--- config.mk ---
export PLATFORM = sky130hd
export DESIGN_NAME = clock_divider_controller
export DESIGN_NICKNAME = d
export VERILOG_FILES = /design/src/rtl/clock_divider_controller_pkg.sv /design/src/rtl/clock_divider_core.sv /design/src/rtl/clock_divider_controller.sv
export SDC_FILE = /design/constraint.sdc
export NUM_CORES = 1
export LEC_CHECK = 0
export CAP_MARGIN = 15
export CORE_ASPECT_RATIO = 0.8
export CORE_MARGIN = 3
export CORE_UTILIZATION = 62
export DETAILED_ROUTE_END_ITERATION = 12
export GPL_ROUTABILITY_DRIVEN = 1
export PLACE_DENSITY = 0.95
export SLEW_MARGIN = 25
export SYNTH_ARGS = -nofsm -noshare
export SYNTH_HDL_FRONTEND = slang
export SYNTH_SLANG_ARGS = --single-unit
--- constraint.sdc ---
create_clock -name input_clock -period 7.8 [get_ports input_clock]
set_input_delay 2.34 -clock input_clock [delete_from_list [all_inputs] [get_ports input_clock]]
set_output_delay 2.34 -clock input_clock [all_outputs]
set_load 0.01 [all_outputs]
--- src/rtl/clock_divider_controller_pkg.sv ---
// clock_divider_controller_pkg: shared FSM states and default ratio width for the clock divider
package clock_divider_controller_pkg;
    localparam int DIVISION_WIDTH_DEFAULT = 8;
    typedef enum logic [1:0] {STOPPED, RUNNING, PENDING, STOPPING} state_t;
endpackage

--- src/rtl/clock_divider_core.sv ---
// clock_divider_core: period counter and duty-cycle compare producing the registered divided clock
module clock_divider_core
    import clock_divider_controller_pkg::*;
#(
    parameter int DIVISION_WIDTH = DIVISION_WIDTH_DEFAULT
) (
    input  logic                      input_clock,
    input  logic                      reset,
    input  logic                      run,
    input  logic [DIVISION_WIDTH-1:0] division,
    output logic                      wrap,
    output logic                      output_clock,
    output logic                      clock_enable
);
    logic [DIVISION_WIDTH-1:0] count;
    logic [DIVISION_WIDTH:0]   high_cycles;
    // High phase is ceil(N/2) cycles, so odd ratios favour the high phase
    assign high_cycles = ({1'b0, division} + (DIVISION_WIDTH+1)'(1)) >> 1;
    assign wrap        = run && count == division - DIVISION_WIDTH'(1);
    always_ff @(posedge input_clock or posedge reset) begin
        if (reset) begin
            count        <= '0;
            output_clock <= 1'b0;
            clock_enable <= 1'b0;
        end else begin
            count        <= (run && !wrap) ? count + DIVISION_WIDTH'(1) : '0;
            output_clock <= run && {1'b0, count} < high_cycles;
            clock_enable <= run && count == '0;
        end
    end
endmodule

--- src/rtl/clock_divider_controller.sv ---
// clock_divider_controller: divided-clock generator with period-aligned ratio updates and run/stop control
module clock_divider_controller
    import clock_divider_controller_pkg::*;
#(
    parameter int DIVISION_WIDTH   = DIVISION_WIDTH_DEFAULT,
    parameter int DEFAULT_DIVISION = 2
) (
    input  logic                      input_clock,
    input  logic                      reset,
    input  logic                      enable,
    input  logic [DIVISION_WIDTH-1:0] cfg_division,
    input  logic                      cfg_valid,
    output logic                      cfg_ready,
    output logic                      cfg_error,
    output logic                      output_clock,
    output logic                      clock_enable,
    output logic                      locked
);
    state_t                    state, state_next;
    logic [DIVISION_WIDTH-1:0] active_division, pending_division;
    logic                      transfer, accept, wrap;
    assign cfg_ready = state == STOPPED || state == RUNNING;
    assign locked    = state == RUNNING;
    assign transfer  = cfg_valid && cfg_ready;
    assign accept    = transfer && cfg_division != '0;
    // Ratio changes and stops only take effect on the wrap cycle, so no period is ever cut short
    always_comb begin
        state_next = state;
        case (state)
            STOPPED:  state_next = enable ? RUNNING : STOPPED;
            RUNNING:  state_next = accept ? PENDING : (enable ? RUNNING : STOPPING);
            PENDING:  state_next = wrap ? (enable ? RUNNING : STOPPED) : PENDING;
            STOPPING: state_next = enable ? RUNNING : (wrap ? STOPPED : STOPPING);
            default:  state_next = STOPPED;
        endcase
    end
    always_ff @(posedge input_clock or posedge reset) begin
        if (reset) begin
            state            <= STOPPED;
            active_division  <= DIVISION_WIDTH'(DEFAULT_DIVISION);
            pending_division <= '0;
            cfg_error        <= 1'b0;
        end else begin
            state     <= state_next;
            cfg_error <= transfer && cfg_division == '0;
            if (accept && state == STOPPED)
                active_division <= cfg_division;
            if (accept && state == RUNNING)
                pending_division <= cfg_division;
            if (state == PENDING && wrap)
                active_division <= pending_division;
        end
    end
    clock_divider_core #(.DIVISION_WIDTH(DIVISION_WIDTH)) u_core (
        .input_clock (input_clock),
        .reset       (reset),
        .run         (state != STOPPED),
        .division    (active_division),
        .wrap        (wrap),
        .output_clock(output_clock),
        .clock_enable(clock_enable)
    );
endmodule

==> run metrics, run 1 <==
GRT overflow=0; CP Capture Point=active_division[4]; crit-path max FO=8; core region area=2850 µm²; synthesized flop and latch total=29; initial antenna violation count=0; Leak Pwr=0.9728 nW; post-route cell area=2167 µm²; FP Rows=17; Worst Path Required=7.98 ns; Nets=around 210; drt wl/cell=19.66 µm; vias after detailed routing=1500; syn_nets=200; die area=3779 µm²; crit path launch type=primary input; top cells by area, synth=dfrtp_1, mux2_2, ha_1; # resized after CTS=0; Post-CTS Setup Bufs=0; minimum period implied by the final worst setup slack=4.226 ns; VDD IR max=0.0001785 V; Main synth FF type=dfrtp_1; Sink Count=29; Post-Place Worst Slack=3.301 ns; Post-synth EDFFs=0; r2r setup slk=5.03 ns; Cells after Synth=177; Setup Skew=around 0.0048 ns; CTS buffer count=5; hpwl dp=3019 µm; final WL=4503 µm; most frequent cell after synthesis=dfrtp_1; Synth-to-Final Area Change=13.72%; Synth async-reset ratio=1.000; Ports=17; Reg clk slew, reported paths=0.06 ns; setup violators final=0; Synth Warn #=0; clock latency at the later pin of the worst-skew pair=0.29 ns; Setup CP Type=primary input to flop; Die Wd=67.98 µm; max-slew violations=0; pwr dens=roughly 140 nW/µm²; maxcap violations=0; status=completed; crit-path most repeated cell=mux2_2; slew margin rel.=0.4426; post-synth cell types=44; Max Clock Freq=approximately 240 MHz; CTS root buf=clkbuf_8; TNS Setup=0 ns; Die Ht=~56 µm; gp weighted congestion=0.8271; cells along the critical path=clkdlybuf4s50_1, nor4_1, nand2_1, and3_1, mux2_2, mux2_2; HP Class=flop to flop; H-tree Lvls=2; # port buffers=16; Fillers=approximately 180; Clock Tree Buf Depth=2; placed cell area=2066 µm²; setup ws final=3.574 ns; first-pass iteration count of the detailed router=4; sequential fraction of the synthesis area=0.3815; largest net degree at the start of global routing=30; RSZ-0062 raised after global routing=false; cts hold-fix bufs=0; initial core utilization=0.6686; Critical R2R Launch=active_division[0]; vias in the first global route=1519; top cell type's share of synthesized area=0.3677; largest area contributor in the synthesized netlist=dfrtp_1; R2R depth=7; Tcrit/Tclk final=0.5418; worst setup path start=cfg_division[7]; first-pass GRT wire length=7438 µm; slowest stage delay, CP=~0.50 ns; via/cell ratio=~6.6; CP Capture Type=flop; worst slew pin tran=0.8331 ns; Crit path arrival time=4.40 ns; # diodes=0; ANT nets after route=0; slowest CP cell=nor4_1; Post-synth top cells=dfrtp_1, mux2_2, xnor2_1; synthesized area per cell=10.77 µm²; DRT iter0 DRCs=roughly 100; FF-to-FF End=state[0]; synthesized area=~1900 µm²; DRC Markers=0; CTS tree=built; total track usage=0.2656; Hold Violations, Final=0; share of cells above drive strength 1=0.2094
==> layer usage <==
metal	vias up	track usage	wire length [µm]
li1	665	-	-
met1	765	0.3543	1927
met2	59	0.4052	2238
met3	11	0.07475	257
met4	0	0.1020	80
met5	-	0	0
==> critical path: cells and delay by family <==
kind	cells	cell delay [ns]
simple gates	3	1.03
buf+inv	1	0.44
mux	2	0.59
==> flip-flops by register name, summed over array words and instances, names as in the netlist <==
name / count
cfg_error: 1
active_division: 8
u_core.output_clock: 1
pending_division: 8
u_core.count: 8
state: 2
u_core.clock_enable: 1
==> cell usage in the layout (no fill, tap or decap), drive strengths merged, types with 2 or more instances in the layout <==
cell type,instances
a211oi,4
a21o,4
and3,8
clkbuf,7
clkdlybuf4s50,16
dfrtp,28
ha,11
inv,8
mux2,24
nand2,7
nand2b,2
nand3,5
nand3b,3
nor2,4
nor3,11
nor4,4
o211ai,2
o21a,2
or3b,2
or4,2
xnor2,12
xor2,7
==> per-stage QoR <==
step / instances / hold WS, ns / util / total power, W
after floorplan: 177 / 0.4749 / - / 0.0001609
after global placement: 221 / 0.4801 / 0.7248 / 0.0001687
after detailed placement: 221 / 0.4955 / 0.7248 / 0.0001697
after CTS: 229 / 0.5077 / 0.7603 / 0.0003067
after global routing: 229 / 0.5307 / 0.7603 / 0.0003155
final: 229 / 0.5107 / 0.7603 / 0.0003059
==> how the worst min path moves through the flow <==
stage                        startpoint                  end  slack, ns  cells after the start
CTS                 pending_division[2]  pending_division[2]       0.51                      1
floorplan           pending_division[0]   active_division[0]       0.47                      1
finish              pending_division[2]  pending_division[2]       0.51                      1
detailed placement  pending_division[3]   active_division[3]       0.50                      1
global placement    pending_division[2]   active_division[2]       0.48                      1
global route        pending_division[2]  pending_division[2]       0.53                      1
==> cell families after synthesis <==
logic type / after synthesis / share of synthesized area
and+or+nand+nor: 54 / 0.1668
muxes: 25 / 0.1471
DFF: 29 / 0.3815
xor gates and xnor gates: 19 / 0.08733
buffers and inverters: 18 / 0.04071
adders and majority gates: 11 / 0.07222
AOI/OAI and AO/OA: 21 / 0.1044
==> cell type report <==
type                            instances  area [µm²]  area share
Inverter                                8       30.03     0.01386
Multi-Input combinational cell        130        1101      0.5081
Clock buffer                            7       96.34     0.04446
Timing Repair Buffer                   16       160.2     0.07390
Tap cell                               38       47.55     0.02194
Sequential cell                        29       726.9      0.3355
Clock inverter                          1       5.005    0.002309
==> power breakdown <==
part	switching, W	total [W]	internal [W]	leakage, nW
Sequential	0.00000114	0.000154	0.000153	0.373
Clock	0.0000592	0.000139	0.0000796	0.0542
Combinational	0.00000644	0.0000134	0.00000691	0.545
Total	0.0000668	0.000306	0.000239	0.973
Power figures use the tool's default switching activity.
==> inputs of run 2 (changes only) <==
--- a/config.mk
+++ b/config.mk
@@ -8,10 +8,10 @@
 export CAP_MARGIN = 15
 export CORE_ASPECT_RATIO = 0.8
 export CORE_MARGIN = 3
-export CORE_UTILIZATION = 62
+export CORE_UTILIZATION = 57
 export DETAILED_ROUTE_END_ITERATION = 12
 export GPL_ROUTABILITY_DRIVEN = 1
-export PLACE_DENSITY = 0.95
+export PLACE_DENSITY = 0.89
 export SLEW_MARGIN = 25
 export SYNTH_ARGS = -nofsm -noshare
 export SYNTH_HDL_FRONTEND = slang
==> constraint.sdc (replaced) <==
create_clock -name input_clock -period 4.2 [get_ports input_clock]
set_input_delay 1.26 -clock input_clock [delete_from_list [all_inputs] [get_ports input_clock]]
set_output_delay 1.26 -clock input_clock [all_outputs]
set_load 0.01 [all_outputs]
==> run 2 against run 1 <==
- setup slack worse by 2.4 ns
- utilization down 6.7 points
- clock skew up 0.0030 ns
- design area up 0.81%
- critical path depth unchanged
- first-iteration DRC count down 36%
- total power up 99%
- combinational power up 81%
- critical endpoint is now active_division[3]
- largest cell class unchanged
- highest routed layer unchanged
==> run metrics, run 2 (same netlist as run 1, synthesis figures left out) <==
slowest CP cell=clkdlybuf4s50_1 (was nor4_1); cts hold-fix bufs=0 (unchanged); DRC Markers=0 (unchanged); Tcrit/Tclk final=0.7234; # port buffers=16 (unchanged); crit-path most repeated cell=mux2_2 (unchanged); # resized after CTS=0 (unchanged); Sink Count=29 (unchanged); pwr dens=278.6 nW/µm² (was 141.1 nW/µm²); Setup Skew=0.007734 ns (was 0.004756 ns); TNS Setup=0 ns (unchanged); core region area=3153 µm² (was 2850 µm²); Die Wd=70.65 µm (was 67.98 µm); most common cell after layout, fill and taps aside=dfrtp_1 (unchanged); Clock Tree Buf Depth=2 (unchanged); largest net degree at the start of global routing=30 (unchanged); clock latency at the later pin of the worst-skew pair=0.29 ns (about the same); Worst Path Required=4.38 ns (was 7.98 ns); GRT overflow=0 (unchanged); Reg clk slew, reported paths=0.06 ns (about the same); FP Rows=18 (was 17); Ports=17 (unchanged); die area=4077 µm² (was 3779 µm²); max-slew violations=0 (unchanged); Post-CTS Setup Bufs=0 (unchanged); Setup CP Type=primary input to flop (unchanged); HP Class=flop to flop (unchanged); CP bufs+invs=1 (unchanged); RSZ-0062 raised after global routing=false (unchanged); CTS tree=built (unchanged); Max Clock Freq=329.1 MHz; r2r setup slk=1.45 ns (was 5.03 ns); Hold Violations, Final=0 (unchanged); via/cell ratio=6.143 (was 6.550); Synth-to-Final Area Change=14.64% (was 13.72%); slowest stage delay, CP=0.44 ns (was 0.50 ns); H-tree Lvls=2 (unchanged); Hold Slack=0.5053 ns (was 0.5107 ns); first-pass GRT wire length=6886 µm (was 7438 µm); Fillers=226 (was 182); Leak Pwr=0.9770 nW (was 0.9728 nW); DRT iter0 DRCs=65 (was 102); CTS root buf=clkbuf_8 (unchanged); CTS buffer count=5 (unchanged); hpwl dp=2849 µm (was 3019 µm); maxcap violations=0 (unchanged); vias in the first global route=1460 (was 1519); Crit path arrival time=3.21 ns (was 4.40 ns); setup violators final=0 (unchanged); worst slew pin tran=0.8079 ns (was 0.8331 ns); CP Capture Type=flop (unchanged); crit-path max FO=8 (unchanged); top flop regs=active_division (8), pending_division (8), u_core.count (8) (unchanged); slew margin rel.=0.4594 (was 0.4426); initial antenna violation count=0 (unchanged); minimum period implied by the final worst setup slack=3.038 ns; cell family with most CP delay=simple AND/OR/NAND/NOR gates (unchanged); cells along the critical path=clkdlybuf4s50_1, nor4_1, nand2_1, and3_1, mux2_2, mux2_2 (unchanged); gp weighted congestion=0.8187 (was 0.8271); first-pass iteration count of the detailed router=6 (was 4); crit path launch type=primary input (unchanged); # diodes=0 (unchanged); initial core utilization=0.6044 (was 0.6686); status=completed (unchanged); drt wl/cell=17.03 µm (was 19.66 µm); ANT nets after route=0 (unchanged); most frequent cells in the layout=dfrtp_1, mux2_2, clkdlybuf4s50_1 (unchanged); vias after detailed routing=1419 (was 1500); total track usage=0.2170 (was 0.2656); Die Ht=57.72 µm (was 55.59 µm); Nets=213 (unchanged); share of cells above drive strength 1=0.2042 (was 0.2094); VDD IR max=0.0002651 V (was 0.0001785 V); final WL=3933 µm (was 4503 µm)
==> run 2: cell count changes in the layout (fill, tap and decap cells not counted) <==
cell,before,now
clkbuf_8,7,6
clkinv_2,1,0
clkbuf_1,0,1
bufinv_16,0,1
==> run 2: power breakdown <==
part / switching (W) / internal, W
sequential: 0.00000191 / 0.000283
clock: 0.000106 / 0.000193
combinational: 0.0000114 / 0.0000128
total: 0.000119 / 0.000489
==> run 2: area by class of cell <==
type	instances	area, µm²	share of cell area
sequential	29	726.9	0.3328
clock inverter	1	30.03	0.01375
inverter	8	30.03	0.01375
tap	40	50.05	0.02291
timing repair buffer	16	160.2	0.07331
clock buffer	7	86.33	0.03952
multi-input combinational	130	1101	0.5040
==> run 2: per-stage QoR <==
| step | utilization | cell area (µm²) | instances | setup slack [ns] | power [W] |
|---|---|---|---|---|---|
| after CTS | 0.6929 | 2185 | 231 | 1.178 | 0.0006146 |
| after global placement | 0.6560 | 2068 | 223 | 0.9524 | 0.0003134 |
| after global routing | 0.6929 | 2185 | 231 | 1.036 | 0.0006293 |
| after floorplan | - | 1906 | 177 | 1.496 | 0.0002988 |
| after detailed placement | 0.6560 | 2068 | 223 | 0.8792 | 0.0003147 |
| final | 0.6929 | 2185 | 231 | 1.162 | 0.0006087 |
==> run 2: path summary, 6_finish.rpt <==
path | start | to | depth (start not counted)
worst max-delay path | cfg_division[7] | active_division[3] | 6
worst min-delay path | pending_division[5] | pending_division[5] | 1
worst max register to register | active_division[0] | active_division[3] | 7
worst min register to register | pending_division[5] | pending_division[5] | 1
max in group asynchronous | reset | u_core.count[0] | 2
min in group asynchronous | reset | state[1] | 2
==> run 2: per-layer routing <==
metal / vias to the layer above / share of wire / global-route usage
met5: - / 0 / 0
met1: 715 / 0.47 / 0.2809
li1: 667 / - / -
met4: 0 / 0.013 / 0.07239
met3: 7 / 0.046 / 0.06759
met2: 30 / 0.47 / 0.3507
==> inputs of run 3 (changes only) <==
--- a/config.mk
+++ b/config.mk
@@ -8,10 +8,10 @@
 export CAP_MARGIN = 15
 export CORE_ASPECT_RATIO = 0.8
 export CORE_MARGIN = 3
-export CORE_UTILIZATION = 57
+export CORE_UTILIZATION = 52
 export DETAILED_ROUTE_END_ITERATION = 12
 export GPL_ROUTABILITY_DRIVEN = 1
-export PLACE_DENSITY = 0.89
+export PLACE_DENSITY = 0.86
 export SLEW_MARGIN = 25
 export SYNTH_ARGS = -nofsm -noshare
 export SYNTH_HDL_FRONTEND = slang
==> constraint.sdc (replaced) <==
create_clock -name input_clock -period 2.6 [get_ports input_clock]
set_input_delay 0.78 -clock input_clock [delete_from_list [all_inputs] [get_ports input_clock]]
set_output_delay 0.78 -clock input_clock [all_outputs]
set_load 0.01 [all_outputs]
==> run 3 against run 2 <==
- clock-buffer cell count stayed put
- register-to-register slack got worse by 1.4 ns
- wire length grew 8.2%
- sequential share of layout area down 1.8 points
- hold slack improved by 0.0033 ns
- cell count up 7.8%
- die area rose by 8.7%
==> run metrics, run 3 (same netlist as run 1, synthesis figures left out) <==
switch share=0.2125 (was 0.1960); max-slew violations=0 (unchanged); # port buffers=16 (unchanged); first-pass iteration count of the detailed router=4 (was 6); initial antenna violation count=0 (unchanged); maxcap violations=0 (unchanged); Ports=17 (unchanged); die area=4431 µm² (was 4077 µm²); TNS Setup=0 ns (unchanged); Int Pwr=0.0007234 W (was 0.0004893 W); Tcrit/Tclk final=0.9820; Nets=229 (was 213); Worst Path Required=2.76 ns (was 4.38 ns); multi-input gate area in the final layout=1120 µm² (was 1101 µm²); switching power=0.0001952 W (was 0.0001193 W); crit-path max FO=8 (unchanged); hold path startpoint=pending_division[7] (was pending_division[5]); Hold Path Cell Cnt=1 (unchanged); Die Ht=60.15 µm (was 57.72 µm); slew margin rel.=0.6548 (was 0.4594); final core occ=0.6658 (was 0.6929); clock latency at the later pin of the worst-skew pair=0.28 ns (was 0.29 ns); slowest CP cell=or4_4 (was clkdlybuf4s50_1); most common cell after layout, fill and taps aside=dfrtp_1 (unchanged); RSZ-0062 raised after global routing=true (was false); GRT overflow=0 (unchanged); worst slew pin tran=0.5134 ns (was 0.8079 ns); hpwl dp=3222 µm (was 2849 µm); r2r setup slk=0.05 ns (was 1.45 ns); cells along the critical path=inv_1, ha_2, or3b_4, or4_4, a2111oi_4, o211ai_4, mux2_4 (was clkdlybuf4s50_1, nor4_1, nand2_1, and3_1, mux2_2, mux2_2); initial core utilization=0.5490 (was 0.6044); gp weighted congestion=0.8078 (was 0.8187); Leak Pwr=1.038 nW (was 0.9770 nW); Fillers=256 (was 226); Setup CP Type=flop to flop (was primary input to flop); VDD IR max=0.0002763 V (was 0.0002651 V); Reg clk slew, reported paths=0.07 ns (was 0.06 ns); DRT iter0 DRCs=92 (was 65); # diodes=0 (unchanged); final WL=4254 µm (was 3933 µm); vias in the first global route=1517 (was 1460); slowest stage delay, CP=0.52 ns (was 0.44 ns); register area=726.9 µm² (unchanged); CP Capture Type=flop (unchanged); FP Rows=19 (was 18); status=completed (unchanged); core region area=3471 µm² (was 3153 µm²); Sink Count=29 (unchanged); Worst Hold Path EP=active_division[7] (was pending_division[5]); Hold Violations, Final=0 (unchanged); pwr dens=397.5 nW/µm² (was 278.6 nW/µm²); cell family with most CP delay=simple AND/OR/NAND/NOR gates (unchanged); DRC Markers=0 (unchanged); R2R depth=7 (unchanged); FF-to-FF End=active_division[5] (was active_division[3]); largest net degree at the start of global routing=30 (unchanged); top flop regs=active_division (8), pending_division (8), u_core.count (8) (unchanged); cts hold-fix bufs=0 (unchanged); HP Class=flop to flop (unchanged); Clock Tree Buf Depth=2 (unchanged); CTS tree=built (unchanged); CP bufs+invs=1 (unchanged); via/cell ratio=5.888 (was 6.143); Clk pwr share=0.446 (was 0.491); Max Clock Freq=391.7 MHz; CTS root buf=clkbuf_8 (unchanged); Flop pwr share=0.502 (was 0.469); most frequent cells in the layout=dfrtp_1, mux2_2, clkdlybuf4s50_1, buf_4, xnor2_1 (was dfrtp_1, mux2_2, clkdlybuf4s50_1); CTS buffer count=5 (unchanged); Setup Skew=0.008129 ns (was 0.007734 ns); Hold Slack=0.5086 ns (was 0.5053 ns); Die Wd=73.68 µm (was 70.65 µm); Gate power share=0.052 (was 0.040); Crit path arrival time=2.72 ns (was 3.21 ns); total track usage=0.2136 (was 0.2170); H-tree Lvls=2 (unchanged); minimum period implied by the final worst setup slack=between 2 and 3 ns; vias after detailed routing=1466 (was 1419); first-pass GRT wire length=7072 µm (was 6886 µm); share of cells above drive strength 1=0.2850 (was 0.2042); setup violators final=0 (unchanged); crit path launch type=flop (was primary input); drt wl/cell=17.08 µm (was 17.03 µm); Synth-to-Final Area Change=21.27% (was 14.64%); Critical R2R Launch=active_division[0] (unchanged); ANT nets after route=0 (unchanged)
-- run 3: power groups by stage --
stage           logic, W  clock network (W)  registers, W
6_report       0.0000476           0.000409      0.000462
5_1_grt        0.0000525           0.000435      0.000462
4_1_cts        0.0000474           0.000410      0.000461
3_5_place_dp   0.0000467                  0      0.000470
3_3_place_gp   0.0000449                  0      0.000469
2_1_floorplan  0.0000147                  0      0.000468
-- run 3: metal layers --
layer	routed length, µm	global-route usage
met5	0	0
met4	37	0.08010
met2	2115	0.3472
met1	1960	0.2836
met3	140	0.03866
-- run 3: area by class of cell --
type                            count  area share
Clock buffer                        7     0.04169
Clock inverter                      1    0.002166
Inverter                            8     0.01299
Multi-Input combinational cell    130      0.4846
Sequential cell                    29      0.3146
Tap cell                           42     0.02274
Timing Repair Buffer               32      0.1213
-- run 3: worst register-to-register path, cell delays in order, from the launching register on --
cell,delay (ns)
dfrtp_1,0.38
inv_1,0.06
ha_2,0.17
or3b_4,0.38
or4_4,0.52
a2111oi_4,0.36
o211ai_4,0.21
mux2_4,0.35
-- run 3: worst max path at each step --
| stage | slack, ns | cells after the start | from | endpoint |
|---|---|---|---|---|
| floorplan | 0.08 | 7 | active_division[0] | active_division[0] |
| global placement | -0.18 | 6 | cfg_division[0] | active_division[0] |
| detailed placement | -0.28 | 6 | cfg_division[0] | active_division[5] |
| CTS | 0.04 | 7 | active_division[1] | active_division[5] |
| global route | -0.05 | 7 | active_division[0] | active_division[5] |
| finish | 0.05 | 7 | active_division[0] | active_division[5] |
-- run 3: timing repair --
item | 4_1_cts | 5_1_grt
buffers inserted | 0 | 2
pin swaps | 2 | 2
cloned | 0 | 0
resized for setup | 1 | 4
endpoints found under the setup margin | 1 | 18
-- run 3: through the flow --
step	setup slack [ns]	cell area, µm²	total power, W	std cells
floorplan	0.07535	1906	0.0004826	177
global placement	-0.1781	2176	0.0005134	239
detailed placement	-0.2785	2176	0.0005163	239
CTS	0.03812	2283	0.0009189	247
global route	-0.04909	2311	0.0009497	249
finish	0.04691	2311	0.0009186	249
